[src/rtl/bus_arbit_if.sv]
// -----------------------------------------------------------------------------
// bus_arbit_if
//
// Purpose:
//   Bundles every signal that passes through the two-master bus arbiter: the
//   request, write-enable, address and write-data lines of both masters, the two
//   grant lines, and the shared slave-side bus that feeds the address decoder.
//
// Modports:
//   master : the view held by the two masters (host and accelerator/DMA). They
//            drive M0_* / M1_* and observe the grants and the shared bus.
//   slave  : the view held by the arbiter, which is the slave of both masters.
//            It consumes M0_* / M1_* and drives the grants and S_*.
//
// Signals:
//   M0_req, M0_wr, M0_address, M0_dout : master 0 (host, default owner)
//   M1_req, M1_wr, M1_address, M1_dout : master 1 (accelerator / DMA)
//   M0_grant, M1_grant                 : exactly one is high at all times
//   S_address, S_wr, S_din             : shared bus towards the decoder/slaves
// -----------------------------------------------------------------------------
interface bus_arbit_if #(
    parameter int ADDR_WIDTH = 8,
    parameter int DATA_WIDTH = 32
);

    logic                  M0_req;
    logic                  M0_wr;
    logic [ADDR_WIDTH-1:0] M0_address;
    logic [DATA_WIDTH-1:0] M0_dout;

    logic                  M1_req;
    logic                  M1_wr;
    logic [ADDR_WIDTH-1:0] M1_address;
    logic [DATA_WIDTH-1:0] M1_dout;

    logic                  M0_grant;
    logic                  M1_grant;

    logic [ADDR_WIDTH-1:0] S_address;
    logic                  S_wr;
    logic [DATA_WIDTH-1:0] S_din;

    modport master (
        output M0_req, M0_wr, M0_address, M0_dout,
        output M1_req, M1_wr, M1_address, M1_dout,
        input  M0_grant, M1_grant,
        input  S_address, S_wr, S_din
    );

    modport slave (
        input  M0_req, M0_wr, M0_address, M0_dout,
        input  M1_req, M1_wr, M1_address, M1_dout,
        output M0_grant, M1_grant,
        output S_address, S_wr, S_din
    );

endinterface : bus_arbit_if

[src/rtl/bus_arbit.sv]
// -----------------------------------------------------------------------------
// bus_arbit
//
// Purpose:
//   Two-master bus arbiter and master-side multiplexer, placed directly upstream
//   of the bus address decoder. Master 0 (host) is the default owner and keeps
//   the bus parked when nobody requests it. Master 1 (accelerator/DMA) gets the
//   bus when it asks and master 0 is idle. Under contention a fairness counter
//   hands the bus over after MAX_HOLD consecutive contended cycles, so neither
//   master can starve the other.
//
// Parameters:
//   ADDR_WIDTH : master and bus address width
//   DATA_WIDTH : write-data width
//   MAX_HOLD   : consecutive contended cycles one master keeps the grant (1..255)
//
// Ports:
//   clk   : system clock, rising edge
//   reset : synchronous, active-high reset
//   bus   : bus_arbit_if.slave -- master request/write/address/data inputs,
//           grant outputs, and the shared S_address / S_wr / S_din bus
//
// Timing:
//   Requests sampled at edge N change the grant right after edge N (one cycle,
//   no dead cycle between owners). Grants decode straight from the state
//   register. The bus mux is combinational from the registered owner and the
//   owner's live request, so a granted master's beat appears in the same cycle.
// -----------------------------------------------------------------------------
module bus_arbit #(
    parameter int ADDR_WIDTH = 8,
    parameter int DATA_WIDTH = 32,
    parameter int MAX_HOLD   = 8
) (
    input  logic        clk,
    input  logic        reset,
    bus_arbit_if.slave  bus
);

    typedef enum logic {
        M0_GRANT = 1'b0,
        M1_GRANT = 1'b1
    } state_e;

    // Last hold_cnt value an owner may reach under contention; reaching it
    // forces the hand-off on that edge, so the owner holds exactly MAX_HOLD.
    localparam logic [7:0] HOLD_LAST = 8'(MAX_HOLD - 1);

    state_e     state_q, state_d;
    logic [7:0] hold_cnt_q, hold_cnt_d;

    logic       contended;
    logic       hold_expired;

    assign contended    = bus.M0_req & bus.M1_req;
    assign hold_expired = contended && (hold_cnt_q == HOLD_LAST);

    // -------------------------------------------------------------------------
    // State and fairness counter registers
    // -------------------------------------------------------------------------
    // NOTE: registers are updated with non-blocking assignments so every flop
    // samples the pre-edge values; blocking here would create order-dependent
    // simulation that no longer matches the synthesised hardware.
    always_ff @(posedge clk) begin
        if (reset) begin
            state_q    <= M0_GRANT;
            hold_cnt_q <= 8'd0;
        end else begin
            state_q    <= state_d;
            hold_cnt_q <= hold_cnt_d;
        end
    end

    // -------------------------------------------------------------------------
    // Next-state and fairness counter logic
    // -------------------------------------------------------------------------
    // NOTE: every variable written here gets a default first, so no path can
    // leave it unassigned and infer a latch.
    always_comb begin
        state_d    = state_q;
        hold_cnt_d = 8'd0;

        unique case (state_q)
            M0_GRANT: begin
                // Hand over either because the host went idle while the
                // accelerator waits, or because the host used up its share.
                if ((!bus.M0_req && bus.M1_req) || hold_expired) begin
                    state_d = M1_GRANT;
                end
            end
            M1_GRANT: begin
                // The accelerator never parks the bus: as soon as it stops
                // requesting, ownership returns to the host.
                if (!bus.M1_req || hold_expired) begin
                    state_d = M0_GRANT;
                end
            end
            default: begin
                state_d = M0_GRANT;
            end
        endcase

        // The counter only measures an unbroken contended run of the current
        // owner; any hand-off or any cycle without contention restarts it.
        if ((state_d == state_q) && contended) begin
            hold_cnt_d = hold_cnt_q + 8'd1;
        end
    end

    // -------------------------------------------------------------------------
    // Grant decode (registered state only, glitch-free)
    // -------------------------------------------------------------------------
    assign bus.M0_grant = (state_q == M0_GRANT);
    assign bus.M1_grant = (state_q == M1_GRANT);

    // -------------------------------------------------------------------------
    // Master-side bus multiplexer
    // -------------------------------------------------------------------------
    // Only the owner can reach the bus. An idle owner drives the all-ones
    // address, which the decoder maps to no slave, with a read and zero data.
    always_comb begin
        bus.S_address = '1;
        bus.S_wr      = 1'b0;
        bus.S_din     = '0;

        if ((state_q == M0_GRANT) && bus.M0_req) begin
            bus.S_address = bus.M0_address;
            bus.S_wr      = bus.M0_wr;
            bus.S_din     = bus.M0_dout;
        end else if ((state_q == M1_GRANT) && bus.M1_req) begin
            bus.S_address = bus.M1_address;
            bus.S_wr      = bus.M1_wr;
            bus.S_din     = bus.M1_dout;
        end
    end

    // -------------------------------------------------------------------------
    // Structural properties
    // -------------------------------------------------------------------------
    // Exactly one master owns the bus at every edge.
    a_grant_onehot: assert property (
        @(posedge clk) disable iff (reset)
        $onehot({bus.M0_grant, bus.M1_grant})
    );

    // The fairness counter can never run past the hand-off point.
    a_hold_bound: assert property (
        @(posedge clk) disable iff (reset)
        hold_cnt_q <= HOLD_LAST
    );

endmodule : bus_arbit

[src/flat_wrapper.sv]
// flat-port wrapper written by rule: the top's interface ports become plain ports
module bus_arbit_flat 
#(
    parameter int ADDR_WIDTH = 8,
    parameter int DATA_WIDTH = 32,
    parameter int MAX_HOLD   = 8
)
  (clk, reset, bus_M0_req, bus_M0_wr, bus_M0_address, bus_M0_dout, bus_M1_req, bus_M1_wr, bus_M1_address, bus_M1_dout, bus_M0_grant, bus_M1_grant, bus_S_address, bus_S_wr, bus_S_din);
  bus_arbit_if #(.ADDR_WIDTH(ADDR_WIDTH), .DATA_WIDTH(DATA_WIDTH)) bus_i ();
  input  logic clk;
  input  logic reset;
  input wire logic [$bits(bus_i.M0_req)-1:0] bus_M0_req;
  input wire logic [$bits(bus_i.M0_wr)-1:0] bus_M0_wr;
  input wire logic [$bits(bus_i.M0_address)-1:0] bus_M0_address;
  input wire logic [$bits(bus_i.M0_dout)-1:0] bus_M0_dout;
  input wire logic [$bits(bus_i.M1_req)-1:0] bus_M1_req;
  input wire logic [$bits(bus_i.M1_wr)-1:0] bus_M1_wr;
  input wire logic [$bits(bus_i.M1_address)-1:0] bus_M1_address;
  input wire logic [$bits(bus_i.M1_dout)-1:0] bus_M1_dout;
  output wire logic [$bits(bus_i.M0_grant)-1:0] bus_M0_grant;
  output wire logic [$bits(bus_i.M1_grant)-1:0] bus_M1_grant;
  output wire logic [$bits(bus_i.S_address)-1:0] bus_S_address;
  output wire logic [$bits(bus_i.S_wr)-1:0] bus_S_wr;
  output wire logic [$bits(bus_i.S_din)-1:0] bus_S_din;
  assign bus_i.M0_req = bus_M0_req;
  assign bus_i.M0_wr = bus_M0_wr;
  assign bus_i.M0_address = bus_M0_address;
  assign bus_i.M0_dout = bus_M0_dout;
  assign bus_i.M1_req = bus_M1_req;
  assign bus_i.M1_wr = bus_M1_wr;
  assign bus_i.M1_address = bus_M1_address;
  assign bus_i.M1_dout = bus_M1_dout;
  assign bus_M0_grant = bus_i.M0_grant;
  assign bus_M1_grant = bus_i.M1_grant;
  assign bus_S_address = bus_i.S_address;
  assign bus_S_wr = bus_i.S_wr;
  assign bus_S_din = bus_i.S_din;
  bus_arbit #(.ADDR_WIDTH(ADDR_WIDTH), .DATA_WIDTH(DATA_WIDTH), .MAX_HOLD(MAX_HOLD)) u_core (.clk(clk), .reset(reset), .bus(bus_i));
endmodule
[config.mk]
export PLATFORM = sky130hd
export DESIGN_NAME = bus_arbit_flat
export DESIGN_NICKNAME = d
export VERILOG_FILES = /design/src/rtl/bus_arbit_if.sv /design/src/rtl/bus_arbit.sv /design/src/flat_wrapper.sv
export SDC_FILE = /design/constraint.sdc
export NUM_CORES = 1
export LEC_CHECK = 0
export BUFFER_PORTS_ARGS = -buffer_cell sky130_fd_sc_hd__buf_2
export CELL_PAD_IN_SITES_DETAIL_PLACEMENT = 0
export CELL_PAD_IN_SITES_GLOBAL_PLACEMENT = 1
export CORE_MARGIN = 4
export CORE_UTILIZATION = 16
export DETAILED_ROUTE_END_ITERATION = 6
export PLACE_DENSITY_LB_ADDON = 0.1
export SYNTH_ARGS = -nofsm -noshare
export SYNTH_HDL_FRONTEND = slang
export SYNTH_SLANG_ARGS = --single-unit
[constraint.sdc]
create_clock -name clk -period 1.6 [get_ports clk]
set_input_delay 0.32 -clock clk [delete_from_list [all_inputs] [get_ports clk]]
set_output_delay 0.32 -clock clk [all_outputs]
set_load 0.01 [all_outputs]
==> run metrics <==
relative slew slack=77.3%; Die Span Y=79.2 um; RSZ-0062 raised after global routing=true; GRT Util Overall=12.0%; Worst Hold Class=in -> reg; PD cells=519 mW/mm^2; Critical Path Sink Type=primary output; post-synthesis sequential area ratio=22.2%; Via Count=1310; Core Rows=25; I/O Buffers=128; placed cell area=0.00153 mm^2; DP HPWL=3550 um; Worst Max-Slew Pin Slew=0.338 ns; critical path class=reg -> out; fin nets=311; CTS Buffer Depth=2; vias per cell=4.52; IO Count=129; min Tclk post-route=1.60 ns; Worst Min Path Start=reset; CTS Sinks=9; Critical Path Source Type=register; hold path endpoint=u_core.bus.M1_grant$_SDFF_PP0_; commonest non-fill, non-tap cell in the layout=buf_2; Initial Utilization=16.8%; fmax=625 MHz; synthesized area=811 um^2; antenna violations before repair=0; Max Cap Viol=0; Period Utilization, post-route=100%; share of layout cells above drive strength 1=63.7%; Critical Path Fanout Max=8; Worst EP arrival=1.28 ns; most frequent cells in the layout=buf_2 (126), a22o_1 (33), o22a_1 (8), dfxtp_1 (8), nor2_1 (5); grt total ovfl=0; met2 WL post-DR=2230 um; Final Max Slew Viols=0; total die area=0.00627 mm^2; clk root buf=clkbuf_8; synth warn=0; CTS tree=yes; core area=0.00482 mm^2; R2R depth=4; DR iter-0 viols=32; drc violations=0; average routed wire per standard cell=15.2 um; die width=79.2 um; RR Startpoint=u_core.hold_cnt_q[0]$_SDFF_PP0_; gpl congestion=0.842; CTS Hold Buffers Added=0; Syn Area/Cell=8.45 um^2; Reg clk slew, reported paths=0.04 ns; Worst-Skew Late Latency=0.24 ns; DRT antenna net count=0; cts bufs inserted=3; cell count after synthesis=96; vias in the first global route=1196; # diodes=0; max layer used=met4; reg-to-reg endpoint=u_core.bus.M1_grant$_SDFF_PP0_; Final Instance Area=0.00164 mm^2; clk_skew=0.000627 ns; first-pass detailed-route iteration total=4; Area growth syn-to-layout=102%; final WL=4400 um; DR WL met3=458 um; H-tree Lvls=1; Critical Path RT=1.28 ns; Yosys reg bits=9; VDD IR max=0.402 mV; first-pass GRT wire length=6090 um; final setup fails=0; Power Total=0.000849 W; P_leak=0.873 nW; status=complete, no violations; Post-Synthesis Net Count=183; Min-Delay Path Depth=2; maximum number of pins on one net before global-route repair=34; FF-to-FF setup slack=0.29 ns; Synth cell types=23; Routed met1 length=1620 um; Hold Vio Cnt, Final=0
worst max path at each step:
stage | depth (start not counted) | endpoint | startpoint | slack (ns)
6_report | 4 | bus_S_din[22] | u_core.bus.M1_grant$_SDFF_PP0_ | 0.0005
3_3_place_gp | 5 | bus_S_wr | bus_M1_req | 0.13
2_1_floorplan | 4 | bus_S_din[10] | u_core.bus.M1_grant$_SDFF_PP0_ | 0.21
3_5_place_dp | 5 | bus_S_din[31] | bus_M1_req | 0.11
5_1_grt | 4 | bus_S_din[1] | u_core.bus.M1_grant$_SDFF_PP0_ | -0.04
4_1_cts | 4 | bus_S_din[31] | u_core.bus.M1_grant$_SDFF_PP0_ | -0.03
report_power, final:
| part | leakage [nW] | switching [W] | internal [W] | total [W] |
|---|---|---|---|---|
| clock | 0.0228 | 0.0000936 | 0.000174 | 0.000267 |
| combinational | 0.777 | 0.000156 | 0.000196 | 0.000351 |
| sequential | 0.0735 | 0.00000311 | 0.000227 | 0.000230 |
| total | 0.873 | 0.000252 | 0.000596 | 0.000849 |
per-layer routing:
layer  up-vias  track usage, %
li1        640               -
met2        73            22.9
met5         -               0
met3         8            3.40
met4         0            4.98
met1       589            12.1
cell usage after synthesis:
cell | number | share of area (%)
nand2_1 | 3 | 1.4
and2_1 | 1 | 0.77
nand4_1 | 2 | 1.5
and4bb_2 | 2 | 3.1
nor2_1 | 5 | 2.3
nand3_2 | 1 | 1.2
nand3b_1 | 1 | 0.93
nor3_1 | 1 | 0.62
nand2b_1 | 1 | 0.77
dfxtp_1 | 9 | 22
xor2_1 | 2 | 2.2
xnor2_1 | 1 | 1.1
o22a_1 | 8 | 8.6
a21o_1 | 1 | 0.93
o21ai_0 | 3 | 1.9
nor2b_1 | 1 | 0.77
a22o_1 | 33 | 36
buf_2 | 9 | 5.6
a21oi_1 | 4 | 2.5
ha_1 | 1 | 1.5
inv_1 | 2 | 0.93
nand3_1 | 2 | 1.2
or3_1 | 3 | 2.3
registers in the layout, summed over array words and instances (netlist names):
signal / count
u_core.hold_cnt_q: 8
u_core.bus.M1_grant: 1
through the flow:
stage	cells	util [%]	setup TNS, ns	setup WS (ns)	hold slack [ns]
6_report	290	33.9	0	0.000523	0.417
5_1_grt	290	33.9	-0.975	-0.0442	0.429
4_1_cts	288	32.8	-0.467	-0.0315	0.420
3_5_place_dp	284	31.8	0	0.113	0.454
3_3_place_gp	284	31.8	0	0.125	0.444
2_1_floorplan	96	-	0	0.212	0.429
layout make-up:
| type | instances | area, um^2 |
|---|---|---|
| clock buffer | 4 | 45.0 |
| fill | 551 | 3180 |
| inverter | 2 | 7.51 |
| multi-input combinational | 76 | 586 |
| sequential | 9 | 184 |
| tap | 67 | 83.8 |
| timing repair buffer | 132 | 729 |
timing repair:
action | 4_1_cts | 5_1_grt
pin swaps | 0 | 1
gates cloned | 0 | 2
buffers inserted | 0 | 0
endpoints found under the setup margin | 41 | 33
resized for setup | 2 | 5
cells by family after synthesis:
group / count (synthesis) / synth area share (%)
AO/OA/AOI/OAI: 49 / 49.5
flip-flops: 9 / 22.2
adder cells (fa/ha/maj): 1 / 1.54
XOR/XNOR: 3 / 3.24
AND/OR/NAND/NOR: 23 / 17.0
buffers and inverters: 11 / 6.48
worst max-delay path, cell delays in order (launching register included):
cell and delay (ns):
dfxtp_4 0.36, and2_4 0.16, clkbuf_16 0.16, a22o_1 0.23
buf_2 0.14
No activity file was read; power rests on OpenSTA's default activity.
